**src/rtl/shift_pkg.sv**
```systemverilog
// Shared encodings for the iterative shift unit: operation modes and FSM states.
package shift_pkg;

  localparam logic [2:0] SH_LSR = 3'b000;
  localparam logic [2:0] SH_LSL = 3'b001;
  localparam logic [2:0] SH_ASR = 3'b010;
  localparam logic [2:0] SH_ROR = 3'b011;
  localparam logic [2:0] SH_ROL = 3'b100;

  typedef enum logic [1:0] {
    ST_IDLE  = 2'd0,
    ST_SHIFT = 2'd1,
    ST_DONE  = 2'd2
  } state_t;

  function automatic logic mode_reserved(input logic [2:0] m);
    return m > SH_ROL;
  endfunction

endpackage

```
**src/rtl/shift_unit_seq_if.sv**
```systemverilog
// Request/response bundle of the shift unit: operand request in, flagged result out.
interface shift_unit_seq_if #(
  parameter int Width = 16
);
  localparam int AW = $clog2(Width);

  logic             In_Valid;
  logic             In_Ready;
  logic [Width-1:0] A;
  logic [Width-1:0] B;
  logic             Src_Sel;
  logic [2:0]       Mode;
  logic [AW-1:0]    Shift_Amt;
  logic             Out_Valid;
  logic             Out_Ready;
  logic [Width-1:0] Shift_OUT;
  logic             Carry_Flag;
  logic             Zero_Flag;

  modport master (
    output In_Valid, A, B, Src_Sel, Mode, Shift_Amt, Out_Ready,
    input  In_Ready, Out_Valid, Shift_OUT, Carry_Flag, Zero_Flag
  );

  modport slave (
    input  In_Valid, A, B, Src_Sel, Mode, Shift_Amt, Out_Ready,
    output In_Ready, Out_Valid, Shift_OUT, Carry_Flag, Zero_Flag
  );

endinterface

```
**src/rtl/shift_step.sv**
```systemverilog
// One combinational shift of up to Step bits; also reports the last bit shifted/rotated out.
module shift_step
  import shift_pkg::*;
#(
  parameter  int Width = 16,
  parameter  int Step  = 1,
  localparam int CW    = $clog2(Step) + 1
) (
  input  logic [Width-1:0] val_i,
  input  logic [2:0]       mode_i,
  input  logic [CW-1:0]    chunk_i,
  output logic [Width-1:0] val_o,
  output logic             last_o
);

  logic        [Width:0]   rgt;
  logic        [Width:0]   lft;
  logic signed [Width-1:0] sval;

  // Guard bit below/above the operand catches the last bit out; it is 0 for a zero chunk.
  assign rgt  = {val_i, 1'b0} >> chunk_i;
  assign lft  = {1'b0, val_i} << chunk_i;
  assign sval = val_i;

  always_comb begin
    val_o  = val_i;
    last_o = 1'b0;
    case (mode_i)
      SH_LSR: begin
        val_o  = rgt[Width:1];
        last_o = rgt[0];
      end
      SH_ASR: begin
        val_o  = sval >>> chunk_i;
        last_o = rgt[0];
      end
      SH_ROR: begin
        val_o  = (val_i >> chunk_i) | (val_i << (Width - int'(chunk_i)));
        last_o = rgt[0];
      end
      SH_LSL: begin
        val_o  = lft[Width-1:0];
        last_o = lft[Width];
      end
      SH_ROL: begin
        val_o  = (val_i << chunk_i) | (val_i >> (Width - int'(chunk_i)));
        last_o = lft[Width];
      end
      default: begin
        val_o  = val_i;
        last_o = 1'b0;
      end
    endcase
  end

endmodule

```
**src/rtl/shift_unit_seq.sv**
```systemverilog
// Multi-cycle shift unit: accepts a request, shifts up to Step bits per clock,
// then holds the result and flags until the consumer takes it.
module shift_unit_seq
  import shift_pkg::*;
#(
  parameter int Width = 16,
  parameter int Step  = 1
) (
  input logic             CLK,
  input logic             RST,
  shift_unit_seq_if.slave bus
);

  localparam int AW = $clog2(Width);
  localparam int RW = AW + 1;
  localparam int CW = $clog2(Step) + 1;

  state_t           state_q, state_d;
  logic [RW-1:0]    rem_q, rem_d;
  logic [Width-1:0] work_q, work_d;
  logic [2:0]       mode_q, mode_d;
  logic             carry_q, carry_d;
  logic             zero_q, zero_d;

  logic [CW-1:0]    chunk;
  logic [Width-1:0] step_val;
  logic             step_last;
  logic [Width-1:0] operand;

  assign chunk   = (rem_q > RW'(Step)) ? CW'(Step) : CW'(rem_q);
  assign operand = bus.Src_Sel ? bus.B : bus.A;

  shift_step #(
    .Width (Width),
    .Step  (Step)
  ) u_step (
    .val_i   (work_q),
    .mode_i  (mode_q),
    .chunk_i (chunk),
    .val_o   (step_val),
    .last_o  (step_last)
  );

  always_comb begin
    state_d = state_q;
    rem_d   = rem_q;
    work_d  = work_q;
    mode_d  = mode_q;
    carry_d = carry_q;
    zero_d  = zero_q;
    case (state_q)
      ST_IDLE: begin
        if (bus.In_Valid) begin
          work_d  = operand;
          mode_d  = bus.Mode;
          carry_d = 1'b0;
          // Zero distance and reserved modes skip the shifter and present the operand as-is.
          if (bus.Shift_Amt == '0 || mode_reserved(bus.Mode)) begin
            rem_d   = '0;
            zero_d  = (operand == '0);
            state_d = ST_DONE;
          end else begin
            rem_d   = RW'(bus.Shift_Amt);
            state_d = ST_SHIFT;
          end
        end
      end
      ST_SHIFT: begin
        work_d  = step_val;
        carry_d = step_last;
        rem_d   = rem_q - RW'(chunk);
        if (rem_d == '0) begin
          zero_d  = (step_val == '0);
          state_d = ST_DONE;
        end
      end
      ST_DONE: begin
        if (bus.Out_Ready) state_d = ST_IDLE;
      end
      default: state_d = ST_IDLE;
    endcase
  end

  always_ff @(posedge CLK or posedge RST) begin
    if (RST) begin
      state_q <= ST_IDLE;
      rem_q   <= '0;
      work_q  <= '0;
      mode_q  <= SH_LSR;
      carry_q <= 1'b0;
      zero_q  <= 1'b0;
    end else begin
      state_q <= state_d;
      rem_q   <= rem_d;
      work_q  <= work_d;
      mode_q  <= mode_d;
      carry_q <= carry_d;
      zero_q  <= zero_d;
    end
  end

  assign bus.In_Ready   = (state_q == ST_IDLE);
  assign bus.Out_Valid  = (state_q == ST_DONE);
  assign bus.Shift_OUT  = work_q;
  assign bus.Carry_Flag = carry_q;
  assign bus.Zero_Flag  = zero_q;

endmodule

```
**src/flat_wrapper.sv**
```systemverilog
// flat-port wrapper written by rule: the top's interface ports become plain ports
module shift_unit_seq_flat import shift_pkg::*;
#(
  parameter int Width = 16,
  parameter int Step  = 1
)
  (CLK, RST, bus_In_Valid, bus_A, bus_B, bus_Src_Sel, bus_Mode, bus_Shift_Amt, bus_Out_Ready, bus_In_Ready, bus_Out_Valid, bus_Shift_OUT, bus_Carry_Flag, bus_Zero_Flag);
  shift_unit_seq_if #(.Width(Width)) bus_i ();
  input logic CLK;
  input logic RST;
  input wire logic [$bits(bus_i.In_Valid)-1:0] bus_In_Valid;
  input wire logic [$bits(bus_i.A)-1:0] bus_A;
  input wire logic [$bits(bus_i.B)-1:0] bus_B;
  input wire logic [$bits(bus_i.Src_Sel)-1:0] bus_Src_Sel;
  input wire logic [$bits(bus_i.Mode)-1:0] bus_Mode;
  input wire logic [$bits(bus_i.Shift_Amt)-1:0] bus_Shift_Amt;
  input wire logic [$bits(bus_i.Out_Ready)-1:0] bus_Out_Ready;
  output wire logic [$bits(bus_i.In_Ready)-1:0] bus_In_Ready;
  output wire logic [$bits(bus_i.Out_Valid)-1:0] bus_Out_Valid;
  output wire logic [$bits(bus_i.Shift_OUT)-1:0] bus_Shift_OUT;
  output wire logic [$bits(bus_i.Carry_Flag)-1:0] bus_Carry_Flag;
  output wire logic [$bits(bus_i.Zero_Flag)-1:0] bus_Zero_Flag;
  assign bus_i.In_Valid = bus_In_Valid;
  assign bus_i.A = bus_A;
  assign bus_i.B = bus_B;
  assign bus_i.Src_Sel = bus_Src_Sel;
  assign bus_i.Mode = bus_Mode;
  assign bus_i.Shift_Amt = bus_Shift_Amt;
  assign bus_i.Out_Ready = bus_Out_Ready;
  assign bus_In_Ready = bus_i.In_Ready;
  assign bus_Out_Valid = bus_i.Out_Valid;
  assign bus_Shift_OUT = bus_i.Shift_OUT;
  assign bus_Carry_Flag = bus_i.Carry_Flag;
  assign bus_Zero_Flag = bus_i.Zero_Flag;
  shift_unit_seq #(.Width(Width), .Step(Step)) u_core (.CLK(CLK), .RST(RST), .bus(bus_i));
endmodule
```
**config.mk**
```make
export PLATFORM = sky130hd
export DESIGN_NAME = shift_unit_seq_flat
export DESIGN_NICKNAME = d
export VERILOG_FILES = /design/src/rtl/shift_pkg.sv /design/src/rtl/shift_unit_seq_if.sv /design/src/rtl/shift_step.sv /design/src/rtl/shift_unit_seq.sv /design/src/flat_wrapper.sv
export SDC_FILE = /design/constraint.sdc
export NUM_CORES = 1
export LEC_CHECK = 0
export ABC_AREA = 1
export CAP_MARGIN = 10
export CORE_ASPECT_RATIO = 1.25
export CORE_MARGIN = 8
export CORE_UTILIZATION = 52
export DETAILED_ROUTE_END_ITERATION = 7
export GPL_TIMING_DRIVEN = 0
export MAX_ROUTING_LAYER = met4
export PLACE_DENSITY_LB_ADDON = 0.25
export SYNTH_ARGS = -nofsm -noshare
export SYNTH_HDL_FRONTEND = slang
export SYNTH_SLANG_ARGS = --single-unit
```
**constraint.sdc**
```tcl
create_clock -name CLK -period 4.6 [get_ports CLK]
set_input_delay 0.46 -clock CLK [delete_from_list [all_inputs] [get_ports CLK]]
set_output_delay 0.46 -clock CLK [all_outputs]
set_load 0.005 [all_outputs]
```
**Yosys cells after proc, flatten, opt, wreduce, memory -nomap -nowiden**

Index checks and enable logic that the tools add are counted.

- Register bits after elaboration: 28
- Latch bits: 0
- RAM bits: 0
- Memory bits (read-only): 0
- Input port bits: 44
- Output and inout port bits: 20
- Word-level logic and storage cells: 63
- Memories: 0

- $add $sub $neg: 2
- Multiply operators: 0
- Div/mod/pow operators: 0
- $lt $le $gt $ge: 2
- Eq/ne operators: 10
- Shift-type cells: 7
- Mux-type cells: 20
- Bitwise gates (word level): 2
- Reduce and logical (&&, ||, !) cells: 14

Operators with widths:

| kind | number |
|---|---|
| $pmux 16 s5 | 1 |
| $logic_not 16->1 | 2 |
| $mux 16 | 2 |
| $or 16x16->16 | 2 |
| $pmux 16 s2 | 1 |
| $shl 16x32->16 | 1 |
| $shr 16x32->16 | 1 |
| $shl 16x1->17 | 1 |
| $shr 17x1->17 | 1 |
| $shl 16x1->16 | 1 |
| $shr 16x1->16 | 1 |
| $sshr 16x1->16 | 1 |
| $pmux 5 s2 | 1 |
| $mux 2 | 4 |
| $eq 3x2->1 const B | 2 |
| $pmux 1 s2 | 3 |
| $pmux 2 s3 | 1 |
| $sub 5x1->6 const A | 1 |
| $gt 5x1->1 const B | 1 |
| $logic_not 5->1 | 1 |
| $mux 1 | 5 |
| $mux 5 | 1 |
| $sub 5x1->5 | 1 |
| $logic_not 4->1 | 1 |
| 17 further kinds | 20 |

**Depth between registers and ports, before layout**

- Depth in word-level cells: 9
- Depth in mapped cells: 13
- Depth with buffers taken out: 13

**Hierarchy**

From an unflattened synthesis, not the netlist that was laid out.

- Cells, all modules: 398
- Area total of the unflattened synthesis: 2453.6 um2

By module, submodules not included:

| module | instances | cells an instance | area each (um2) | sequential area each (um2) |
|---|---|---|---|---|
| shift_unit_seq | 1 | 252 | 1751.7 | 700.7 |
| shift_step | 1 | 146 | 701.9 | 0.0 |

**Least setup slack after synthesis**

No wires, ideal clock.

- Path kind: register -> register
- Start: reg u_core.rem_q[1]
- End: reg u_core.zero_q (netlist: u_core.bus.Zero_Flag)
- Library setup time: 0.116 ns
- Arrival: 1.730 ns
- Required time: 4.484 ns
- Setup slack: 2.753 ns
- Cell stages (with the launch flop): 12
- Path buffers: 0
- Period minus slack after synthesis: 1.847 ns
- Cells stage by stage: dfrtp_1 -> nor2_4 -> a21oi_2 -> ha_1 -> xnor2_1 -> or2_1 -> o21a_1 -> nand3_1 -> nor2_1 -> or2_1 -> inv_1 -> nor2_2

- Word-level cells in the longest chain between the ends: 9
- Elaborated cells between the ends (all ways): 20
- Classes of those cells: 2 x add/sub; 1 x order compare; 1 x eq/ne; 7 x shift; 4 x mux; 2 x bitwise; 3 x reduce/logical

RTL lines:

| what | line | text |
|---|---|---|
| from (decl) | shift_unit_seq.sv:19 | `logic [RW-1:0] rem_q, rem_d;` |
| from (signal assigned) | shift_unit_seq.sv:94 | `rem_q <= rem_d;` |
| $gt 5x1->1 | shift_unit_seq.sv:30 | `assign chunk = (rem_q > RW'(Step)) ? CW'(Step) : CW'(rem_q);` |
| $mux 1 | shift_unit_seq.sv:30 |  |
| $sub 5x1->6 | shift_step.sv:38, shift_step.sv:46 |  |
| $shr 16x32->16 / $shl 16x32->16 (equally long branches) | shift_step.sv:46, shift_step.sv:38 |  |
| $or 16x16->16, on equally long branches | shift_step.sv:46, shift_step.sv:38 |  |
| $pmux 16 s5 | shift_step.sv:28 | `case (mode_i)` |
| $logic_not 16->1 | shift_unit_seq.sv:73 | `zero_d = (step_val == '0);` |
| $mux 1 | shift_unit_seq.sv:72 | `if (rem_d == '0) begin` |
| $pmux 1 s2 | shift_unit_seq.sv:51 | `case (state_q)` |
| to (signal assigned) | shift_unit_seq.sv:98 | `zero_q <= zero_d;` |
| to (decl) | shift_unit_seq.sv:23 | `logic zero_q, zero_d;` |

Parallel ways exist; a longest one is shown, timed or not. The select of a mux whose other input is x is not followed.
A chain may end at the register's enable or synchronous reset.

**Final worst setup path**

Same ends and word-level chain as after synthesis.

==> flow_metrics.env <==
export IMPL_run_status="complete, but fails checks"
export IMPL_failed_checks="DRC"
export IMPL_p_leak_nw=1.48
export IMPL_synth_xor_area_share_pct=0.391
export IMPL_fp_coreArea_um2=4130
export IMPL_fillers=362
export IMPL_rsz0062_at_grt="false"
export IMPL_globalplace_congestion=0.949
export IMPL_die_w_um=74.7
export IMPL_synth_cell_area_um2=2240
export IMPL_cts_tree="built"
export IMPL_critical_path_at_ns=2.23
export IMPL_timing_critical_path_mode_cell="sky130_fd_sc_hd__or2_1"
export IMPL_ioPinCount=64
export IMPL_synthAdderAreaFrac_pct=1.12
export IMPL_cp_slowest_cell="sky130_fd_sc_hd__dfrtp_1"
export IMPL_detail_route_antenna_nets=0
export IMPL_global_route_overflow_total=0
export IMPL_yosys_area_share_simple_pct=41.0
export IMPL_critical_path_reg2reg_startpoint="u_core.rem_q[1]$_DFFE_PP0P_"
export IMPL_mappedNetlistNets=402
export IMPL_die_area_um2=6680
export IMPL_cts_root_to_sink_buffers=2
export IMPL_netlist_top_cell_by_area="sky130_fd_sc_hd__dfrtp_1"
export IMPL_mapped_avg_cell_area_um2=6.29
export IMPL_antenna_cells=0
export IMPL_drt_iter0_markers=233
export IMPL_finalWorstPathRequiredPeriod_ns=2.04
export IMPL_power_density_nw_per_um2=837
export IMPL_grt_start_max_net_pins=29
export IMPL_timing_limited_maximum_frequency_mhz=490
export IMPL_timing_final_crit_share_pct=44.4
export IMPL_postCtsHoldBufs=0
export IMPL_start_kind="flip-flop"
export IMPL_critical_path_required_ns=4.79
export IMPL_antenna_found_initial=0
export IMPL_layout_setup_ws_ns=2.56
export IMPL_finalWirelength_um=7110
export IMPL_detail_route_wl_per_cell_um=14.9
export IMPL_cts_max_level=1
export IMPL_combPwrFrac_pct=71.8
export IMPL_maxCapViolations=0
export IMPL_final_setup_tns_ns=0
export IMPL_critPathMaxStageDelay_ns=0.45
export IMPL_async_flop_share_pct=100
export IMPL_setup_crit_start="u_core.rem_q[1]$_DFFE_PP0P_"
export IMPL_wire_length_of_the_first_global_routing_pass_um=11800
export IMPL_detail_route_first_pass_iterations=7
export IMPL_clkTransAtPathRegs_ns=0.10
export IMPL_flow_area_growth_from_synthesis_pct=35.3
export IMPL_final_max_slew_violation_count=0
export IMPL_numCtsBuffers=3
export IMPL_synth_compound_gate_area_share_pct=13.1
export IMPL_clk_lat_worst_skew_ns=0.28
export IMPL_slew_margin_rel_pct=66.3
export IMPL_drt_drc_violations_left=2
export IMPL_main_combinational_cell_family_by_area_after_synthesis="simple AND/OR/NAND/NOR gates"
export IMPL_synth_common_cells="sky130_fd_sc_hd__nand2_1 (115), sky130_fd_sc_hd__nand3_1 (57), sky130_fd_sc_hd__inv_1 (39)"
export IMPL_net_switching_power_mw=1.30
export IMPL_clockRootBuffer="sky130_fd_sc_hd__clkbuf_8"
export IMPL_cts_num_sinks=28
export IMPL_hold_path_class="in2async"
export IMPL_worst_clock_skew_ns=0.00377
export IMPL_cellInternalPower_mw=1.24
export IMPL_post_synth_mux_area_share_pct=1.34
export IMPL_grt_use_total_pct=22.9
export IMPL_timing_critical_path_to_type="flip-flop"
export IMPL_synth_top_cell_area_share_pct=31.3
export IMPL_postCtsSetupBuffers=0
export IMPL_post_route_cells_drive_above_1_share_pct=6.86
export IMPL_die_h_um=89.4
export IMPL_timing_hold_violations_final=0
export IMPL_timing_setup_critical_path_class="reg2reg"
export IMPL_worst_slew_pin_transition_ns=0.506
export IMPL_path_buf_inv=1
export IMPL_ys_top_cells_by_area="sky130_fd_sc_hd__dfrtp_1 (31%), sky130_fd_sc_hd__nand2_1 (19%), sky130_fd_sc_hd__nand3_1 (13%)"
export IMPL_dp_worst_setup_slack_ns=2.51
export IMPL_switching_share_pct=51.1
export IMPL_ys_ff_latch=28
export IMPL_synth_main_ff_cell="sky130_fd_sc_hd__dfrtp_1"
export IMPL_vias=2640
export IMPL_crit_chain="nor2_4 -> a21oi_2 -> ha_1 -> xnor2_1 -> or2_1 -> o21a_1 -> nand3_1 -> nor2_1 -> or2_1 -> inv_1 -> nor2_2"
export IMPL_postCtsResizedCells=0
export IMPL_count_of_different_cell_masters_after_synthesis=37
export IMPL_synth_seq_area_share_pct=31.3
export IMPL_average_vias_per_placed_instance=5.51
export IMPL_timing_critical_path_fanout_max=4
export IMPL_irDropWorstVdd_uv=452
export IMPL_place_detailed_hpwl_um=5640
export IMPL_setup_viol=0
export IMPL_initial_standard_cell_utilization_of_the_core_pct=54.2
export IMPL_via_count_of_the_first_global_routing_pass=2612
export IMPL_gate_count_of_the_mapped_netlist=356
export IMPL_share_seq_of_total_power_pct=20.3
export IMPL_critical_path_top_delay_family="simple AND/OR/NAND/NOR gates"
export IMPL_synth_yosys_warnings=0
export IMPL_synthMostInstantiatedCell="sky130_fd_sc_hd__nand2_1"
export IMPL_buffer_ports_inserted=62
export IMPL_nNetsFinal=470
export IMPL_count_of_flip_flops_with_a_built_in_enable_after_synthesis=0
export IMPL_rows=26
export IMPL_pwr_share_clk_pct=8.0
-- per-layer routing --
layer | vias to the layer above | global-route usage (%) | routed length (um)
li1 | 1290 | - | -
met1 | 1194 | 28.3 | 3080
met2 | 141 | 36.5 | 3430
met3 | 15 | 3.37 | 486
met4 | 0 | 9.11 | 124
met5 | - | - | 0
-- worst register-to-register path, delay by kind of cell (launching register included) --
kind | cells | cell delay [ns]
and+or+nand+nor | 6 | 0.84
AOI/OAI and AO/OA | 2 | 0.21
adders and majority gates | 1 | 0.24
DFF | 1 | 0.45
xor gates and xnor gates | 1 | 0.13
buffers and inverters | 1 | 0.06
-- sequential cells by signal, indices dropped and copies added (netlist names) --
signal / count
u_core.bus.Carry_Flag: 1
u_core.rem_q: 5
u_core.bus.Shift_OUT: 16
u_core.mode_q: 3
u_core.state_q: 2
u_core.bus.Zero_Flag: 1
-- final timing paths --
path	slack (ns)	end	cells past startpoint
max	2.56	u_core.bus.Zero_Flag$_DFFE_PP0P_	11
min	0.46	u_core.state_q[1]$_DFFE_PP0P_	2
max reg2reg	2.56	u_core.bus.Zero_Flag$_DFFE_PP0P_	11
min reg2reg	0.52	u_core.bus.Carry_Flag$_DFFE_PP0P_	1
max in group asynchronous	3.68	u_core.bus.Shift_OUT[1]$_DFFE_PP0P_	3
min in group CLK	0.52	u_core.bus.Carry_Flag$_DFFE_PP0P_	1
-- through the flow --
stage	util (%)	cell area [um^2]	instances	hold slack [ns]	total power, mW
global placement	70.9	2930	474	0.478	2.25
floorplan	-	2240	356	0.487	1.72
CTS	72.7	3000	478	0.523	2.51
global route	73.3	3030	479	0.500	2.77
detailed placement	70.9	2930	474	0.499	2.29
finish	73.3	3030	479	0.462	2.54
-- power by group through the flow --
stage                     Combinational [mW]  Sequential, mW  Clock, mW
after CTS                               1.79           0.510      0.203
after global routing                    2.03           0.530      0.211
after detailed placement                1.78           0.515          0
after floorplan                         1.23           0.497          0
final                                   1.82           0.515      0.202
after global placement                  1.74           0.507          0
-- cells by family after synthesis --
| family | after synthesis |
|---|---|
| AOI/OAI and AO/OA | 51 |
| xor gates and xnor gates | 1 |
| adders and majority gates | 2 |
| buffers and inverters | 60 |
| DFF | 28 |
| muxes | 3 |
| and+or+nand+nor | 211 |
-- layout by cell type, fill, tap and decap left out, types with 2 or more instances in the layout --
master,count
sky130_fd_sc_hd__a21oi_1,10
sky130_fd_sc_hd__a21oi_2,2
sky130_fd_sc_hd__buf_2,6
sky130_fd_sc_hd__buf_4,2
sky130_fd_sc_hd__buf_6,3
sky130_fd_sc_hd__clkbuf_1,5
sky130_fd_sc_hd__clkbuf_8,3
sky130_fd_sc_hd__clkdlybuf4s50_1,62
sky130_fd_sc_hd__dfrtp_1,28
sky130_fd_sc_hd__ha_1,2
sky130_fd_sc_hd__inv_1,39
sky130_fd_sc_hd__inv_2,4
sky130_fd_sc_hd__mux2i_1,3
sky130_fd_sc_hd__nand2_1,115
sky130_fd_sc_hd__nand3_1,57
sky130_fd_sc_hd__nor2_1,25
sky130_fd_sc_hd__nor2_2,2
sky130_fd_sc_hd__nor3_1,2
sky130_fd_sc_hd__nor4_1,2
sky130_fd_sc_hd__o211ai_1,2
sky130_fd_sc_hd__o21ai_0,23
sky130_fd_sc_hd__o21ai_1,3
sky130_fd_sc_hd__o22ai_1,4
sky130_fd_sc_hd__or2_1,2
-- area by class of cell --
class                      instances  area, um^2  area share, %
buffer                            17         101           3.35
clock buffer                       3        41.3           1.36
clock inverter                     1        30.0          0.991
inverter                          43         161           5.33
multi-input combinational        268        1280           42.1
sequential                        28         701           23.1
tap                               56        70.1           2.31
timing repair buffer              63         648           21.4
Power figures use the tool's default switching activity.
